File: config.mk
export PLATFORM = sky130hd
export DESIGN_NAME = pipe_hazard_ctrl
export DESIGN_NICKNAME = d
export VERILOG_FILES = /design/src/rtl/pipeline_pkg.sv /design/src/rtl/load_use_detect.sv /design/src/rtl/pipe_hazard_ctrl.sv
export SDC_FILE = /design/constraint.sdc
export NUM_CORES = 1
export LEC_CHECK = 0
export CELL_PAD_IN_SITES_DETAIL_PLACEMENT = 1
export CELL_PAD_IN_SITES_GLOBAL_PLACEMENT = 2
export CORE_MARGIN = 2
export CORE_UTILIZATION = 15
export CTS_CLUSTER_SIZE = 20
export DETAILED_ROUTE_END_ITERATION = 10
export PLACE_DENSITY = 0.87
export SETUP_SLACK_MARGIN = 0.2
export SLEW_MARGIN = 20
export SYNTH_ARGS = -nofsm -noshare
export SYNTH_HDL_FRONTEND = slang
export SYNTH_SLANG_ARGS = --single-unit
File: constraint.sdc
create_clock -name i_clk -period 2.4 [get_ports i_clk]
set_clock_uncertainty 0.15 [all_clocks]
set_input_delay 0.48 -clock i_clk [delete_from_list [all_inputs] [get_ports i_clk]]
set_output_delay 0.48 -clock i_clk [all_outputs]
set_load 0.02 [all_outputs]
File: src/rtl/pipeline_pkg.sv
// Shared definitions for the 5-stage MIPS pipeline: opcodes, sequencer states, control bundle.
package pipeline_pkg;

  localparam logic [5:0] OP_RTYPE = 6'b000000;
  localparam logic [5:0] OP_LW    = 6'b100011;
  localparam logic [5:0] OP_SW    = 6'b101011;
  localparam logic [5:0] OP_BEQ   = 6'b000100;
  localparam logic [5:0] OP_J     = 6'b000010;

  typedef enum logic [1:0] {
    ST_RUN      = 2'd0,
    ST_MEM_WAIT = 2'd1,
    ST_HALT     = 2'd2
  } state_e;

  typedef struct packed {
    logic pc_write;
    logic ifid_write;
    logic ifid_flush;
    logic idex_flush;
    logic pipe_stall;
  } pipe_ctrl_t;

  // Instructions whose rt field is a source operand rather than a destination.
  function automatic logic uses_rt(input logic [5:0] opcode);
    return (opcode == OP_RTYPE) || (opcode == OP_BEQ) || (opcode == OP_SW);
  endfunction

endpackage

File: src/rtl/load_use_detect.sv
// Combinational load-use hazard detector between the IF/ID and ID/EX instructions.
module load_use_detect
  import pipeline_pkg::*;
(
  input  logic [5:0] i_id_opcode,
  input  logic [4:0] i_id_rs,
  input  logic [4:0] i_id_rt,
  input  logic       i_ex_mem_read,
  input  logic [4:0] i_ex_rt,
  output logic       o_load_use
);

  logic w_rs_hit;
  logic w_rt_hit;

  assign w_rs_hit   = (i_ex_rt == i_id_rs);
  assign w_rt_hit   = (i_ex_rt == i_id_rt) && uses_rt(i_id_opcode);
  // $zero is never a real dependency.
  assign o_load_use = i_ex_mem_read && (i_ex_rt != 5'd0) && (w_rs_hit || w_rt_hit);

endmodule

File: src/rtl/pipe_hazard_ctrl.sv
// Pipeline sequencer: load-use stalls, branch/jump squashes, memory wait states and timeout halt.
// Optional performance counters are built when HAZ_PERF_CNT_EN is defined.
module pipe_hazard_ctrl
  import pipeline_pkg::*;
#(
  parameter int unsigned MEM_TIMEOUT = 16,
  parameter int unsigned CNT_W       = 32
) (
  input  logic             i_clk,
  input  logic             i_reset,
  input  logic [5:0]       i_id_opcode,
  input  logic [4:0]       i_id_rs,
  input  logic [4:0]       i_id_rt,
  input  logic             i_id_jump,
  input  logic             i_ex_mem_read,
  input  logic [4:0]       i_ex_rt,
  input  logic             i_ex_branch_tk,
  input  logic             i_mem_req,
  input  logic             i_mem_ready,
  output logic             o_pc_write,
  output logic             o_ifid_write,
  output logic             o_ifid_flush,
  output logic             o_idex_flush,
  output logic             o_pipe_stall,
  output logic             o_mem_timeout,
  output logic [CNT_W-1:0] o_stall_cnt,
  output logic [CNT_W-1:0] o_flush_cnt
);

  localparam int unsigned WAIT_W = (MEM_TIMEOUT > 0) ? $clog2(MEM_TIMEOUT + 1) : 1;
  localparam logic [WAIT_W-1:0] WAIT_LIMIT = WAIT_W'(MEM_TIMEOUT);
  localparam logic [WAIT_W-1:0] WAIT_ONE   = WAIT_W'(1);

  localparam pipe_ctrl_t CTRL_DEFAULT = '{pc_write: 1'b1, ifid_write: 1'b1, ifid_flush: 1'b0,
                                          idex_flush: 1'b0, pipe_stall: 1'b0};
  localparam pipe_ctrl_t CTRL_FREEZE  = '{pc_write: 1'b0, ifid_write: 1'b0, ifid_flush: 1'b0,
                                          idex_flush: 1'b0, pipe_stall: 1'b1};
  localparam pipe_ctrl_t CTRL_RESET   = '{pc_write: 1'b0, ifid_write: 1'b0, ifid_flush: 1'b1,
                                          idex_flush: 1'b1, pipe_stall: 1'b0};

  state_e            r_state;
  state_e            w_state_nxt;
  logic [WAIT_W-1:0] r_wait_cnt;
  logic [WAIT_W-1:0] w_wait_cnt_nxt;
  logic              r_mem_timeout;
  logic              w_set_timeout;
  logic              w_apply_hazards;
  logic              w_load_use;
  pipe_ctrl_t        w_ctrl;

  load_use_detect u_load_use_detect (
    .i_id_opcode   (i_id_opcode),
    .i_id_rs       (i_id_rs),
    .i_id_rt       (i_id_rt),
    .i_ex_mem_read (i_ex_mem_read),
    .i_ex_rt       (i_ex_rt),
    .o_load_use    (w_load_use)
  );

  always_ff @(posedge i_clk or posedge i_reset) begin
    if (i_reset) begin
      r_state       <= ST_RUN;
      r_wait_cnt    <= '0;
      r_mem_timeout <= 1'b0;
    end else begin
      r_state       <= w_state_nxt;
      r_wait_cnt    <= w_wait_cnt_nxt;
      r_mem_timeout <= r_mem_timeout | w_set_timeout;
    end
  end

  always_comb begin
    w_ctrl          = CTRL_DEFAULT;
    w_state_nxt     = r_state;
    w_wait_cnt_nxt  = r_wait_cnt;
    w_set_timeout   = 1'b0;
    w_apply_hazards = 1'b0;

    case (r_state)
      ST_RUN: begin
        if (i_mem_req && !i_mem_ready) begin
          w_ctrl         = CTRL_FREEZE;
          w_state_nxt    = ST_MEM_WAIT;
          w_wait_cnt_nxt = WAIT_ONE;
        end else begin
          w_apply_hazards = 1'b1;
        end
      end
      ST_MEM_WAIT: begin
        if (i_mem_ready) begin
          w_apply_hazards = 1'b1;
          w_state_nxt     = ST_RUN;
          w_wait_cnt_nxt  = '0;
        end else begin
          w_ctrl         = CTRL_FREEZE;
          w_wait_cnt_nxt = r_wait_cnt + WAIT_ONE;
          if ((MEM_TIMEOUT != 0) && (r_wait_cnt == WAIT_LIMIT)) begin
            w_state_nxt   = ST_HALT;
            w_set_timeout = 1'b1;
          end
        end
      end
      ST_HALT: begin
        w_ctrl = CTRL_FREEZE;
      end
      default: begin
        w_state_nxt    = ST_RUN;
        w_wait_cnt_nxt = '0;
      end
    endcase

    // A taken branch squashes whatever hazard the younger ID instruction would raise.
    if (w_apply_hazards) begin
      if (i_ex_branch_tk) begin
        w_ctrl.ifid_flush = 1'b1;
        w_ctrl.idex_flush = 1'b1;
      end else if (w_load_use) begin
        w_ctrl.pc_write   = 1'b0;
        w_ctrl.ifid_write = 1'b0;
        w_ctrl.idex_flush = 1'b1;
      end else if (i_id_jump) begin
        w_ctrl.ifid_flush = 1'b1;
      end
    end

    if (i_reset) begin
      w_ctrl = CTRL_RESET;
    end
  end

  assign o_pc_write    = w_ctrl.pc_write;
  assign o_ifid_write  = w_ctrl.ifid_write;
  assign o_ifid_flush  = w_ctrl.ifid_flush;
  assign o_idex_flush  = w_ctrl.idex_flush;
  assign o_pipe_stall  = w_ctrl.pipe_stall;
  assign o_mem_timeout = r_mem_timeout;

`ifdef HAZ_PERF_CNT_EN
  logic [CNT_W-1:0] r_stall_cnt;
  logic [CNT_W-1:0] r_flush_cnt;

  // Saturating counters; reset cycles never count since the registers are held cleared.
  always_ff @(posedge i_clk or posedge i_reset) begin
    if (i_reset) begin
      r_stall_cnt <= '0;
      r_flush_cnt <= '0;
    end else begin
      if (!w_ctrl.pc_write && (r_stall_cnt != '1)) begin
        r_stall_cnt <= r_stall_cnt + CNT_W'(1);
      end
      if ((w_ctrl.ifid_flush || w_ctrl.idex_flush) && (r_flush_cnt != '1)) begin
        r_flush_cnt <= r_flush_cnt + CNT_W'(1);
      end
    end
  end

  assign o_stall_cnt = r_stall_cnt;
  assign o_flush_cnt = r_flush_cnt;
`else
  assign o_stall_cnt = '0;
  assign o_flush_cnt = '0;
`endif

endmodule

==> results_dict.tcl, run 1 <==
set metrics [dict create \
    outcome "finished with violations" \
    failed_checks "negative setup slack" \
    setup_violations 4 \
    viasPerCell 3.10 \
    die_height_um 90.4 \
    crit_path_cell_trace "buf_6 > or4_4 > o211ai_4 > o211ai_1 > o21ai_4 > buf_6" \
    rsz0062_at_grt "yes" \
    fin_crit_sh_pct 101 \
    power.leakage_nw 0.724 \
    vias 872 \
    fillCellCount 888 \
    h-tree-depth 1 \
    critPathCaptureType "output pin" \
    cts_sinks 8 \
    initial_utilization_pct 15.4 \
    drive_gt1_share_pct 23.1 \
    seq_area_um2 200 \
    rows 31 \
    async_reset_ff_share_pct 100 \
    worstSetupStartpointType "input pin" \
    clk_latency_ns 0.23 \
    yosys_warnings 0 \
    clock_path_buffers 2 \
    gp_congestion 0.763 \
    p_per_area_nw_per_um2 384 \
    antenna_found_initial 0 \
    synth_ff_type "dfrtp_1" \
    drt-initial-drc-count 23 \
    track_usage_pct 5.66 \
    grt_pass1_wl_um 3770 \
    yosysUniqueCellTypes 29 \
    core-area_um2 7250 \
    routedWlPerCell_um 8.78 \
    hpwl_um 2170 \
    grt_start_max_net_pins 9 \
    p_total_mw 0.577 \
    area_delta_synth_final_pct 34.1 \
    slowest_delay_ns 0.55 \
    ios 98 \
    path_common_cell "buf_6" \
    timing.fmax_mhz 411 \
    diodes 0 \
    r2r_slack_ns 0.84 \
    critPathTopFamily "simple AND/OR/NAND/NOR gates" \
    path_clk_slew_ns 0.04 \
    clockRootBuffer "clkbuf_8" \
    die_x_um 90.4 \
    hold_violations 0 \
    overflow 0 \
    synth_seq_area_share_pct 17.9 \
    ant_nets 0 \
    setup_ws_ns -0.0324 \
    syn_area_um2 1120 \
    drc 0 \
    cp_data_arrival_time_ns 1.80 \
    grt_pass1_vias 836 \
    synth.ff_latch_count 8 \
    nets 214 \
    crit_type "input pin to output pin" \
    drv.max_cap_violation_count 0 \
    required_ns 1.77 \
    final_util_pct 20.7 \
    die_area_um2 8160 \
    crit_slowest_cell "or4_4" \
    vdd_ir_drop_max_mv 0.108 \
    synthCells 138 \
    hold_path_class "register to register" \
    avgSynthCellArea_um2 8.11 \
    maxSlewViolCount 0 \
    fin_crit_ns 2.43 \
    cts_tree "done" \
    cp_num_buf_inv 2 \
    hold_buffers 0 \
    cts_inserted_buffers 3 \
    multiInputGateArea_um2 742 \
    io_buffers 33 \
    drt_wl_total_um 2470 \
    firstDrtPassIters 2 \
    crit_fanout 3 \
    synth_edf_count 0 \
]
## registers in the layout (all words and copies together) (netlist names)
| name | flops |
|---|---|
| o_mem_timeout | 1 |
| r_state | 2 |
| r_wait_cnt | 5 |
## report_power, final
part	switching (mW)	leakage (nW)	internal, mW
registers	0.00840	0.107	0.144
clock network	0.0551	0.0216	0.109
logic	0.166	0.595	0.0946
## through the flow
step	instances	area, µm²	setup TNS [ns]	hold slack (ns)	setup WS [ns]
after CTS	281	1460	-0.192	0.321	-0.0760
after global routing	281	1500	-0.295	0.353	-0.0956
after global placement	278	1430	-3.90	0.308	-0.877
final	281	1500	-0.103	0.312	-0.0324
after floorplan	201	1390	0	0.160	0.0318
after detailed placement	278	1430	-3.96	0.310	-0.894
## cell families (layout without fill, tap and decap cells)
kind of cell,Yosys count,in the layout,share of synthesized area [%]
buf+inv,70,51,45.3
simple gates,23,23,11.2
flops,8,8,17.9
compound gates,20,20,12.0
mux,1,1,0.895
other cells,1,64,0.335
fa+ha+maj,2,2,2.24
xor+xnor,13,13,10.2
## synthesized netlist by cell type, types with 2 or more instances
cell type	n	share of area, %
buf_4	65	44
dfrtp_1	8	18
nor2_1	7	2.3
o21ai_0	7	3.1
xor2_1	7	5.5
nand2_1	6	2.0
xnor2_1	6	4.7
inv_1	4	1.3
o21ai_1	3	1.3
a21oi_1	2	0.89
ha_1	2	2.2
nand3_1	2	0.89
nand4_1	2	1.1
o211ai_1	2	1.3
## cell type report
class / instances / share of cell area [%]
multi-input cells: 123 / 49.5
flip-flops and latches: 8 / 13.3
well taps: 99 / 8.26
inverters: 4 / 1.00
clock buffers: 3 / 2.75
repair buffers: 44 / 25.2
## cells in the final DEF, fill, tap and decap left out
cell and n:
nand2_1 6, o22a_4 1, o211ai_4 1, o21ai_0 5, dlymetal6s2s_1 1, o21ai_1 2
nand2b_1 1, xor2_1 7, o211ai_1 2, clkdlybuf4s50_1 10, buf_2 6, inv_1 4
nor4_2 1, nand4_1 2, ha_1 2, and4b_4 1, o21ai_4 3, clkbuf_2 1
xnor2_1 4, buf_6 6, mux2i_1 1, buf_4 11, conb_1 64, nand3_1 2
nor2_1 7, nand4b_1 1, dfrtp_1 8, a32o_1 1, clkdlybuf4s15_1 1, dlygate4sd2_1 8
o21ai_2 1, clkbuf_8 3, o311ai_2 1, o21ba_4 1, a21oi_2 1, or4_4 2
xnor2_2 2, a21oi_1 1
## metal layers
| layer | global-route usage [%] | wire, µm |
|---|---|---|
| met5 | 0 | 0 |
| met2 | 10.5 | 1230 |
| met1 | 5.37 | 876 |
| met3 | 3.34 | 346 |
| met4 | 1.15 | 14 |
## path summary, 6_finish.rpt
check                                end  cells past startpoint          start
min                        o_mem_timeout                      1  o_mem_timeout
max in group asynchronous  r_wait_cnt[0]                      3        i_reset
min reg2reg                o_mem_timeout                      1  o_mem_timeout
min in group asynchronous  o_mem_timeout                      3        i_reset
max reg2reg                r_wait_cnt[1]                      4     r_state[1]
max                         o_ifid_write                      6     i_ex_rt[3]
## worst register-to-register path: stages (launching register included)
cell	delay [ns]
dfrtp_1	0.44
buf_4	0.17
nor2_1	0.25
a21oi_1	0.20
a32o_1	0.23
## repair_timing
item,CTS,global route
resized for setup,76,9
endpoints found under the setup margin,5,4
setup buffers,0,0
pin swaps,11,11
gates cloned,0,0
(Power assumes the default switching activity.)
==> run 2: changes to the inputs <==
--- a/config.mk
+++ b/config.mk
@@ -11,6 +11,7 @@
 export CORE_UTILIZATION = 15
 export CTS_CLUSTER_SIZE = 20
 export DETAILED_ROUTE_END_ITERATION = 10
+export MAX_ROUTING_LAYER = met4
 export PLACE_DENSITY = 0.87
 export SETUP_SLACK_MARGIN = 0.2
 export SLEW_MARGIN = 20
==> run 2 against run 1 <==
  * The flow still finishes with violations (negative setup slack)
  * Maximum frequency is the same
  * Combinational power is essentially flat
  * Final area is the same
  * Total power is essentially flat
  * Critical path depth is the same
  * Sequential share of layout area is the same
  * Hold slack is essentially flat
  * Register-to-register slack is essentially flat
  * Largest cell class unchanged
==> results_dict.tcl, run 2 (synthesized netlist as in run 1, its figures left out) <==
set metrics [dict create \
    outcome "finished with violations" \
    failed_checks "negative setup slack" \
    routedWlPerCell_um 8.78 \
    crit_path_end "o_ifid_write" \
    drv.max_cap_violation_count 0 \
    final_common_cell "conb_1" \
    hold_violations 0 \
    largest_reg_flops 5 \
    fillCellCount 888 \
    reg2reg_depth 4 \
    drc 0 \
    power.leakage_nw 0.724 \
    vdd_ir_drop_max_mv 0.108 \
    viasPerCell 3.10 \
    grt_start_max_net_pins 9 \
    drt_wl_total_um 2470 \
    crit_type "input pin to output pin" \
    diodes 0 \
    crit_start "i_ex_rt[3]" \
    initial_utilization_pct 15.4 \
    hold_path_class "register to register" \
    rsz0062_at_grt "yes" \
    path_clk_slew_ns 0.04 \
    h-tree-depth 1 \
    io_buffers 33 \
    p_per_area_nw_per_um2 385 \
    worstSetupStartpointType "input pin" \
    area_delta_synth_final_pct 34.1 \
    die_area_um2 8160 \
    hpwl_um 2170 \
    fin_area_um2 1500 \
    setup_ws_ns -0.0324 \
    cts_tree "done" \
    p_total_mw 0.577 \
    ant_nets 0 \
    ios 98 \
    grt_pass1_vias 836 \
    drt-initial-drc-count 23 \
    fin_crit_sh_pct 101 \
    critPathCaptureType "output pin" \
    clockRootBuffer "clkbuf_8" \
    r2r-start "r_state[1]" \
    fin_crit_ns 2.43 \
    antenna_found_initial 0 \
    required_ns 1.77 \
    maxSlewViolCount 0 \
    overflow 0 \
    r2r_slack_ns 0.84 \
    setup_violations 4 \
    cp_data_arrival_time_ns 1.80 \
    regMostFlops "r_wait_cnt" \
    cts_sinks 8 \
    drive_gt1_share_pct 23.1 \
    mostFrequentLayoutCells "conb_1 (64), buf_4 (11), clkdlybuf4s50_1 (10)" \
    cts_inserted_buffers 3 \
    firstDrtPassIters 2 \
    place_area_um2 1430 \
    timing.fmax_mhz 411 \
    track_usage_pct 5.82 \
    die_x_um 90.4 \
    core-area_um2 7250 \
    die_height_um 90.4 \
    gp_congestion 0.773 \
    rows 31 \
    nets 214 \
    clk_latency_ns 0.23 \
    grt_pass1_wl_um 3770 \
    vias 872 \
    r2r-end "r_wait_cnt[1]" \
    clock_path_buffers 2 \
    crit_fanout 3 \
    hold_buffers 0 \
]
[run 2: cell counts in the layout (fill, tap and decap cells not counted)]
Identical to the previous run, type by type.
[run 2: worst min-delay path by stage]
| stage | start | cells past startpoint | endpoint |
|---|---|---|---|
| finish | o_mem_timeout | 1 | o_mem_timeout |
| global route | o_mem_timeout | 1 | o_mem_timeout |
| CTS | o_mem_timeout | 1 | o_mem_timeout |
| detailed placement | o_mem_timeout | 1 | o_mem_timeout |
| global placement | o_mem_timeout | 1 | o_mem_timeout |
| floorplan | i_reset | 1 | o_mem_timeout |
[run 2: critical path, stage by stage]
cell and delay [ns]:
buf_6 0.09, or4_4 0.55, o211ai_4 0.19, o211ai_1 0.14, o21ai_4 0.21, buf_6 0.14
[run 2: metal layers]
metal	part of all wire, %	up-vias	global-route usage [%]	wire (µm)
li1	-	414	-	-
met3	12	2	3.01	304
met5	0	-	-	0
met2	50	62	10.5	1230
met4	0.57	0	1.15	14
met1	37	394	5.57	919
[run 2: repair_timing]
item / 4_1_cts / 5_1_grt
gates resized for setup: 76 / 9
endpoints found under the setup margin: 5 / 4
pin swaps: 11 / 11
setup buffers: 0 / 0
[run 2: report_power, final]
part	internal, mW	switching (mW)	total, mW	leakage, nW
clock	0.109	0.0551	0.164	0.0216
combinational	0.0946	0.166	0.261	0.595
sequential	0.144	0.00840	0.152	0.107
[run 2: cell type report]
type	instances	area (µm²)	share of cell area [%]
clock buffer	3	41.3	2.75
inverter	4	15.0	1.00
multi-input combinational	123	742	49.5
sequential	8	200	13.3
tap	99	124	8.26
timing repair buffer	44	378	25.2
[run 2: metrics by stage]
stage                     TNS [ns]  hold WS [ns]  cells  util (%)  worst slack, ns
after floorplan                  0         0.160    201         -           0.0318
after global placement       -3.90         0.308    278      19.7           -0.877
after detailed placement     -3.96         0.310    278      19.7           -0.894
after CTS                   -0.192         0.321    281      20.1          -0.0760
after global routing        -0.295         0.353    281      20.7          -0.0956
final                       -0.103         0.312    281      20.7          -0.0324
